File: config.mk
export PLATFORM = sky130hd
export DESIGN_NAME = rr_grant_arbiter_flat
export DESIGN_NICKNAME = d
export VERILOG_FILES = /design/src/rtl/rr_grant_arbiter_pkg.sv /design/src/rtl/rr_grant_arbiter_if.sv /design/src/rtl/rr_grant_arbiter_pick.sv /design/src/rtl/rr_grant_arbiter.sv /design/src/flat_wrapper.sv
export SDC_FILE = /design/constraint.sdc
export NUM_CORES = 1
export LEC_CHECK = 0
export CORE_ASPECT_RATIO = 0.7
export CORE_UTILIZATION = 53
export DETAILED_ROUTE_END_ITERATION = 8
export PLACE_DENSITY = 0.88
export SLEW_MARGIN = 20
export SYNTH_ARGS = -nofsm -noshare
export SYNTH_HDL_FRONTEND = slang
export SYNTH_SLANG_ARGS = --single-unit
File: constraint.sdc
create_clock -name wb_clk_i -period 4 [get_ports wb_clk_i]
set_clock_uncertainty 0.2 [all_clocks]
set_input_delay 0.6 -clock wb_clk_i [delete_from_list [all_inputs] [get_ports wb_clk_i]]
set_output_delay 0.6 -clock wb_clk_i [all_outputs]
set_load 0.005 [all_outputs]
File: src/rtl/rr_grant_arbiter_pkg.sv
// Shared types and defaults for the round-robin grant arbiter.
// Holds the FSM state encoding, default sizing and the index-width helper.
package rr_arb_pkg;

    typedef enum logic {IDLE, GRANT} arb_state_t;

    localparam int RR_N_DEFAULT       = 64;
    localparam int RR_TIMEOUT_DEFAULT = 256;

    function automatic int idx_w(input int n);
        return $clog2(n);
    endfunction

endpackage

File: src/rtl/rr_grant_arbiter_if.sv
// Request/grant bundle between requesters (master) and the arbiter (slave).
interface rr_grant_arbiter_if
    import rr_arb_pkg::*;
#(
    parameter int N = RR_N_DEFAULT
);

    logic [N-1:0] req;
    logic         release_i;
    logic [N-1:0] grant;
    logic         grant_valid;
    logic         timeout_o;

    modport master (
        output req,
        output release_i,
        input  grant,
        input  grant_valid,
        input  timeout_o
    );

    modport slave (
        input  req,
        input  release_i,
        output grant,
        output grant_valid,
        output timeout_o
    );

endinterface

File: src/rtl/rr_grant_arbiter_pick.sv
// Combinational round-robin pick: lowest request strictly above ptr, else lowest overall.
// The pick vector is built from a single index, so it can never be multi-hot.
module rr_pick
    import rr_arb_pkg::*;
#(
    parameter int N = RR_N_DEFAULT
) (
    input  logic [N-1:0]          req,
    input  logic [idx_w(N)-1:0]   ptr,
    output logic [N-1:0]          pick,
    output logic [idx_w(N)-1:0]   pick_idx
);

    localparam int IW = idx_w(N);

    logic [N-1:0]  masked;
    logic          hit_m;
    logic [IW-1:0] idx_m;
    logic [IW-1:0] idx_u;

    // Two priority encoders: the masked one wins whenever anything sits above ptr.
    always_comb begin
        masked = '0;
        hit_m  = 1'b0;
        idx_m  = '0;
        idx_u  = '0;
        for (int i = 0; i < N; i++) begin
            masked[i] = req[i] && (i > int'(ptr));
        end
        for (int i = N - 1; i >= 0; i--) begin
            if (masked[i]) begin
                idx_m = IW'(i);
                hit_m = 1'b1;
            end
            if (req[i]) begin
                idx_u = IW'(i);
            end
        end
    end

    always_comb begin
        pick_idx = hit_m ? idx_m : idx_u;
        pick     = '0;
        if (|req) begin
            pick[pick_idx] = 1'b1;
        end
    end

endmodule

File: src/rtl/rr_grant_arbiter.sv
// Round-robin arbiter with a registered one-hot grant and a 1-cycle bubble between owners.
// Optional forced revoke after TIMEOUT held cycles when RRARB_TIMEOUT_EN is defined.
module rr_grant_arbiter
    import rr_arb_pkg::*;
#(
    parameter int N       = RR_N_DEFAULT,
    parameter int TIMEOUT = RR_TIMEOUT_DEFAULT
) (
    input  logic               wb_clk_i,
    input  logic               wb_rst_i,
    rr_grant_arbiter_if.slave  bus
);

    localparam int IW = idx_w(N);

    arb_state_t    state_q, state_d;
    logic [IW-1:0] ptr_q, ptr_d;
    logic [IW-1:0] owner_q, owner_d;
    logic [IW-1:0] pick_idx;
    logic [N-1:0]  grant_q, grant_d;
    logic [N-1:0]  pick;
    logic          grant_valid_q;
    logic          timeout_q, timeout_d;
    logic          owner_exit;
    logic          tmo_hit;
    logic          grant_exit;

    rr_pick #(.N(N)) u_pick (
        .req      (bus.req),
        .ptr      (ptr_q),
        .pick     (pick),
        .pick_idx (pick_idx)
    );

`ifdef RRARB_TIMEOUT_EN
    localparam int CW = $clog2(TIMEOUT) + 1;

    logic [CW-1:0] hold_cnt_q;

    // Counts cycles spent in GRANT; held at zero everywhere else so each grant starts fresh.
    always_ff @(posedge wb_clk_i) begin
        if (wb_rst_i || state_q != GRANT) begin
            hold_cnt_q <= '0;
        end else begin
            hold_cnt_q <= hold_cnt_q + CW'(1);
        end
    end

    assign tmo_hit = (state_q == GRANT) && (hold_cnt_q == CW'(TIMEOUT - 1));
`else
    logic [31:0] unused_timeout;

    assign unused_timeout = TIMEOUT;
    assign tmo_hit        = 1'b0;
`endif

    assign owner_exit = bus.release_i || !bus.req[owner_q];
    assign grant_exit = owner_exit || tmo_hit;

    always_ff @(posedge wb_clk_i) begin
        if (wb_rst_i) begin
            state_q       <= IDLE;
            ptr_q         <= IW'(N - 1);
            owner_q       <= '0;
            grant_q       <= '0;
            grant_valid_q <= 1'b0;
            timeout_q     <= 1'b0;
        end else begin
            state_q       <= state_d;
            ptr_q         <= ptr_d;
            owner_q       <= owner_d;
            grant_q       <= grant_d;
            grant_valid_q <= |grant_d;
            timeout_q     <= timeout_d;
        end
    end

    always_comb begin
        state_d = state_q;
        case (state_q)
            IDLE:  if (|bus.req)  state_d = GRANT;
            GRANT: if (grant_exit) state_d = IDLE;
        endcase
    end

    // Grant drops to zero on any exit, which also yields the bubble before the next owner.
    always_comb begin
        grant_d   = grant_q;
        ptr_d     = ptr_q;
        owner_d   = owner_q;
        timeout_d = 1'b0;
        case (state_q)
            IDLE: begin
                grant_d = pick;
                owner_d = pick_idx;
            end
            GRANT: begin
                if (grant_exit) begin
                    grant_d   = '0;
                    ptr_d     = owner_q;
                    timeout_d = tmo_hit && !owner_exit;
                end
            end
        endcase
    end

    assign bus.grant       = grant_q;
    assign bus.grant_valid = grant_valid_q;
    assign bus.timeout_o   = timeout_q;

    grant_onehot: assert property (@(posedge wb_clk_i) $onehot0(grant_q));

endmodule

File: src/flat_wrapper.sv
// flat-port wrapper written by rule: the top's interface ports become plain ports
module rr_grant_arbiter_flat import rr_arb_pkg::*;
#(
    parameter int N       = RR_N_DEFAULT,
    parameter int TIMEOUT = RR_TIMEOUT_DEFAULT
)
  (wb_clk_i, wb_rst_i, bus_req, bus_release_i, bus_grant, bus_grant_valid, bus_timeout_o);
  rr_grant_arbiter_if #(.N(N)) bus_i ();
  input  logic wb_clk_i;
  input  logic wb_rst_i;
  input wire logic [$bits(bus_i.req)-1:0] bus_req;
  input wire logic [$bits(bus_i.release_i)-1:0] bus_release_i;
  output wire logic [$bits(bus_i.grant)-1:0] bus_grant;
  output wire logic [$bits(bus_i.grant_valid)-1:0] bus_grant_valid;
  output wire logic [$bits(bus_i.timeout_o)-1:0] bus_timeout_o;
  assign bus_i.req = bus_req;
  assign bus_i.release_i = bus_release_i;
  assign bus_grant = bus_i.grant;
  assign bus_grant_valid = bus_i.grant_valid;
  assign bus_timeout_o = bus_i.timeout_o;
  rr_grant_arbiter #(.N(N), .TIMEOUT(TIMEOUT)) u_core (.wb_clk_i(wb_clk_i), .wb_rst_i(wb_rst_i), .bus(bus_i));
endmodule
==> results of run 1 <==
==> per-layer routing <==
metal | GRT usage | overflow
met1 | 0.802 | 2
met2 | 0.915 | 27
met3 | 0.676 | 0
met4 | 0.702 | 16
met5 | 0.448 | 0
==> cell families after synthesis <==
family / count (synthesis) / synth area share
DFF: 78 / 0.234
AOI/OAI and AO/OA: 330 / 0.348
and+or+nand+nor: 376 / 0.280
xor gates and xnor gates: 1 / 0.00131
buffers and inverters: 84 / 0.0608
muxes: 24 / 0.0753
other: 1 / 0.000561
==> cell usage after synthesis, types with 6 or more instances <==
| cell type | number | area (um2) |
|---|---|---|
| sky130_fd_sc_hd__a211oi_1 | 11 | 82.6 |
| sky130_fd_sc_hd__a21oi_1 | 57 | 285 |
| sky130_fd_sc_hd__a22oi_1 | 59 | 443 |
| sky130_fd_sc_hd__a31oi_1 | 17 | 106 |
| sky130_fd_sc_hd__a32oi_1 | 7 | 61.3 |
| sky130_fd_sc_hd__and2_1 | 6 | 37.5 |
| sky130_fd_sc_hd__and3_1 | 6 | 37.5 |
| sky130_fd_sc_hd__buf_2 | 13 | 65.1 |
| sky130_fd_sc_hd__buf_4 | 11 | 82.6 |
| sky130_fd_sc_hd__clkbuf_1 | 28 | 105 |
| sky130_fd_sc_hd__dfxtp_1 | 78 | 1560 |
| sky130_fd_sc_hd__inv_1 | 25 | 93.8 |
| sky130_fd_sc_hd__mux4_2 | 21 | 473 |
| sky130_fd_sc_hd__nand2_1 | 78 | 293 |
| sky130_fd_sc_hd__nand2b_1 | 9 | 56.3 |
| sky130_fd_sc_hd__nand3_1 | 23 | 115 |
| sky130_fd_sc_hd__nand4_1 | 15 | 93.8 |
| sky130_fd_sc_hd__nor2_1 | 123 | 462 |
| sky130_fd_sc_hd__nor2b_1 | 16 | 100 |
| sky130_fd_sc_hd__nor3_1 | 31 | 155 |
| sky130_fd_sc_hd__nor4_1 | 40 | 250 |
| sky130_fd_sc_hd__o211ai_1 | 28 | 210 |
| sky130_fd_sc_hd__o21a_1 | 12 | 90.1 |
| sky130_fd_sc_hd__o21ai_0 | 47 | 235 |
| sky130_fd_sc_hd__o221ai_1 | 8 | 70.1 |
| sky130_fd_sc_hd__o22ai_1 | 7 | 43.8 |
==> stage by stage <==
step | hold WS [ps] | TNS, ps | util
3_5_place_dp | 276 | -12590 | 0.807
3_3_place_gp | 266 | -4640 | 0.807
2_1_floorplan | 261 | 0 | -
4_1_cts | 286 | -81.3 | 0.837
==> repair_timing <==
action,in CTS
gates resized for setup,16
pin swaps,0
gates cloned,0
endpoints found under the setup margin,31
==> metrics.txt, run 1 <==
number of placed I/O pins 133; sinks on the clock net 78; area of the mapped netlist 0.00668 mm2; root buffer selected by CTS sky130_fd_sc_hd__clkbuf_16; worst endpoint after global-route timing repair u_core.bus.grant_valid$_SDFF_PP0_/D; Failed at global routing (5_1_grt); maximum level of the CTS H-tree 3; number of flops mapped to enable cells by yosys 0; flops & latches, synth 78; initial standard-cell utilization of the core 0.558; primary flip-flop cell chosen by synthesis mapping sky130_fd_sc_hd__dfxtp_1; Run Error [ERROR GRT-0232] Routing congestion too high. Check the congestion heatmap in the GUI.; number of placement rows 33; largest buffer count on any clock path 2; total overflow reported by the global router 45; Port Buf Inserts 131; cell total after placement 1351; placement-stage cell area 0.00966 mm2; combined global-route utilization of all metal layers 0.782; distinct cell type count after synthesis 84; Mapped Avg Cell Area 7.48 um2; share of the yosys chip area belonging to registers 0.234; number of buffers inserted for hold repair after clock tree synthesis 0; final weighted congestion in routability-driven placement 1.12; Post-CTS Setup Repair Bufs 0; Yosys warning total 0; Synth Net Count 961; half-perimeter wire length of the detailed placement result 24000 um; fraction of synthesis flops using an asynchronous set or reset pin 0; Synth Instances 894; vertical extent of the die 96.0 um; Die X 136 um; cts bufs inserted 9; pin count of the biggest net entering global routing 66; Worst EP Category sequential cell input; result of the run stopped before the end; placement-stage worst setup slack -490 ps
==> inputs of run 2 (changes only) <==
- CORE_ASPECT_RATIO: 0.7 -> default
- CORE_UTILIZATION: 53 -> 40
- PLACE_DENSITY: 0.88 -> default
- PLACE_DENSITY_LB_ADDON: default -> 0.15
==> run 2 against run 1 <==
- the flow now finishes without violations
- area after synthesis unchanged
- synthesized cell count unchanged
==> metrics.txt, run 2 <==
total overflow reported by the global router 0; Area Overhead vs Synth 61.0%; clock slew at the register clock pins of the worst setup and hold paths 60 ps; post-detailed-route DRC marker count 0; fraction of synthesis flops using an asynchronous set or reset pin 0 (unchanged); worst r2r src u_core.ptr_q[2]; Worst-Margin Slew 818 ps; cell taking the most area after synthesis sky130_fd_sc_hd__dfxtp_1; initial antenna violation count 1; Port Buf Inserts 131 (unchanged); maximum clock frequency 260 MHz; Final Setup Violations 0; clock tree from TritonCTS done; maximum ir drop on the vdd rail 0.566 mV; per-cell via count in the routed design 6.15; total area of multi-input combinational cells 0.00492 mm2; sinks on the clock net 78 (unchanged); root buffer selected by CTS sky130_fd_sc_hd__clkbuf_16; final weighted congestion in routability-driven placement 1.01 (-11%); CP max-delay cell sky130_fd_sc_hd__or4b_4; Worst Path Required 4050 ps; CORE AREA 0.0161 mm2; starting DRC count in detailed routing 938; Yosys warning total 0 (unchanged); via count of the first global-routing pass 8404; critical hold path startpoint u_core.bus.grant[47]; Worst Hold Path Cells 2; Hold Fails Final Rpt 0; Synth Net Count 961 (unchanged); Die X 131 um (-3.6%); most common cell after layout, fill and taps aside sky130_fd_sc_hd__buf_4; type of the most critical hold path flop to flop; commonest cells in the synthesized netlist sky130_fd_sc_hd__nor2_1 (123), sky130_fd_sc_hd__dfxtp_1 (78), sky130_fd_sc_hd__nand2_1 (78), sky130_fd_sc_hd__a22oi_1 (59), sky130_fd_sc_hd__a21oi_1 (57); number of buffers inserted for hold repair after clock tree synthesis 0 (unchanged); commonest cells after routing, fill and taps aside sky130_fd_sc_hd__buf_4 (264), sky130_fd_sc_hd__clkdlybuf4s50_1 (125), sky130_fd_sc_hd__nor2_1 (118); distinct cell type count after synthesis 84 (unchanged); endpoint of the most critical register-to-register path u_core.bus.grant_valid; most numerous cell on the critical path sky130_fd_sc_hd__o211ai_1; final sum of negative setup slack 0 ps; number of filler instances in the final layout 1453; combined global-route utilization of all metal layers 0.336; Rel. slew slack 0.455; number of vias in the routed layout 9110; n_diodes 0; number of placed I/O pins 133 (unchanged); Critical Path End Type flop; Setup CP Type primary input to flop; Period Utilization, post-route 0.960; vertical extent of the die 131 um (+37%); Synth Instances 894 (unchanged); number of nets with antenna violations after routing 0; detailed-route wire length 30000 um; power density relative to cell area 682 mW/mm2; initial standard-cell utilization of the core 0.415 (-0.143); cts bufs inserted 9 (unchanged); number of flip-flops under the largest register name 64; Mapped Avg Cell Area 7.48 um2 (unchanged); time the final worst path needs with I/O delays and setup 3840 ps; global-route wire length before repair 46300 um; half-perimeter wire length of the detailed placement result 23100 um (-3.6%); Max Cap Violations 0; primary flip-flop cell chosen by synthesis mapping sky130_fd_sc_hd__dfxtp_1; CP Data Arrival Time 3890 ps; share of the yosys chip area belonging to registers 0.234 (unchanged); result of the run finished, final reports clean; area of the die 0.0172 mm2; cell total after placement 1457 (+7.8%); number of flops mapped to enable cells by yosys 0 (unchanged); maximum level of the CTS H-tree 3 (unchanged); source-to-sink clock delay at the later pin of the worst-skew pair 340 ps; number of detailed-route iterations in the first pass 5; placement-stage cell area 0.0101 mm2 (+4.8%); Worst Hold Path EP u_core.bus.grant[47]; worst-case reg-to-reg path depth 15; peak fanout along the critical path 6; Final Max Tran Viols 0; area taken by flip-flops and latches 0.00157 mm2; largest stage delay on the critical path 530 ps; leakage component of the power 4.34 nW; leading cell types by total area after synthesis sky130_fd_sc_hd__dfxtp_1 (23%), sky130_fd_sc_hd__mux4_2 (7.1%), sky130_fd_sc_hd__nor2_1 (6.9%); flops & latches, synth 78 (unchanged); post-route non-filler standard cell count 1481; design area 0.0108 mm2; number of placement rows 46 (+39%); most numerous cell in the Yosys netlist sky130_fd_sc_hd__nor2_1; layout cell share with drive strength beyond 1 0.309; cell-by-cell listing of the critical path clkdlybuf4s50_1 > nor4_2 > nand4_1 > or3_1 > a311oi_2 > or4b_4 > buf_4 > a21oi_1 > mux2i_1 > o211ai_1 > o211ai_1 > a31oi_1; pin count of the biggest net entering global routing 50; wire per inst 20.2 um; net total in the final layout 1327; Reg2Reg Setup Slack 160 ps; largest buffer count on any clock path 2 (unchanged); nature of the critical path startpoint primary input; area of the mapped netlist 0.00668 mm2 (unchanged); share of the synthesized area in the top cell type 0.234 (unchanged)
run 2: cell counts after synthesis:
No cell type changed its count.
run 2: kinds of logic (layout without fill, tap and decap cells):
group                     Yosys count  after routing  synth area share
AOI/OAI and AO/OA                 330            330             0.348
muxes                              24             24            0.0753
buffers and inverters              84            455            0.0608
xor gates and xnor gates            1              1           0.00131
DFF                                78             78             0.234
other                               1              1          0.000561
and+or+nand+nor                   376            376             0.280
run 2: cell type report:
type / count / area share
clock buffer: 9 / 0.0209
clock inverter: 7 / 0.00628
inverter: 27 / 0.00942
multi-input combinational: 732 / 0.457
sequential: 78 / 0.146
tap: 216 / 0.0251
timing repair buffer: 412 / 0.334
run 2: how the worst max path moves through the flow:
stage,startpoint,end,slack [ps],cells past startpoint
6_report,bus_req[23],u_core.bus.grant_valid,160,12
5_1_grt,bus_req[16],u_core.bus.grant_valid,-20,15
4_1_cts,bus_req[23],u_core.bus.grant_valid,10,13
3_5_place_dp,bus_req[53],u_core.bus.grant[40],-390,16
3_3_place_gp,bus_req[58],u_core.bus.grant[40],-430,15
2_1_floorplan,bus_req[30],u_core.bus.grant_valid,300,11
run 2: routing by layer:
metal | global-route usage | part of all wire | wire [um]
met1 | 0.475 | 0.44 | 13100
met2 | 0.526 | 0.44 | 13200
met3 | 0.0633 | 0.098 | 2930
met4 | 0.0762 | 0.024 | 726
met5 | 0 | 0.00030 | 9
run 2: where the power goes:
group	internal, mW	total (mW)	switching (mW)
logic	2.59	5.50	2.91
registers	0.894	1.05	0.160
clock network	0.434	0.782	0.348
run 2: per-stage QoR:
step / total power [mW] / setup slack, ps / hold WS [ps] / utilization
2_1_floorplan: 3.57 / 300 / 261 / -
3_3_place_gp: 6.13 / -431 / 263 / 0.628
3_5_place_dp: 6.13 / -390 / 268 / 0.628
4_1_cts: 6.95 / 12.9 / 277 / 0.647
5_1_grt: 7.75 / -20.1 / 297 / 0.668
6_report: 7.34 / 161 / 279 / 0.668
run 2: timing repair:
item / 4_1_cts / 5_1_grt
setup buffers: 0 / 6
gates resized for setup: 3 / 67
pin swaps: 0 / 16
endpoints found under the setup margin: 13 / 53
gates cloned: 0 / 2
run 2: worst max-delay path: cells and delay by family:
kind            cells  cell delay [ps]
simple gates        4             1590
compound gates      5              910
buf+inv             2              690
mux                 1               90
No activity file was read; power rests on OpenSTA's default activity.
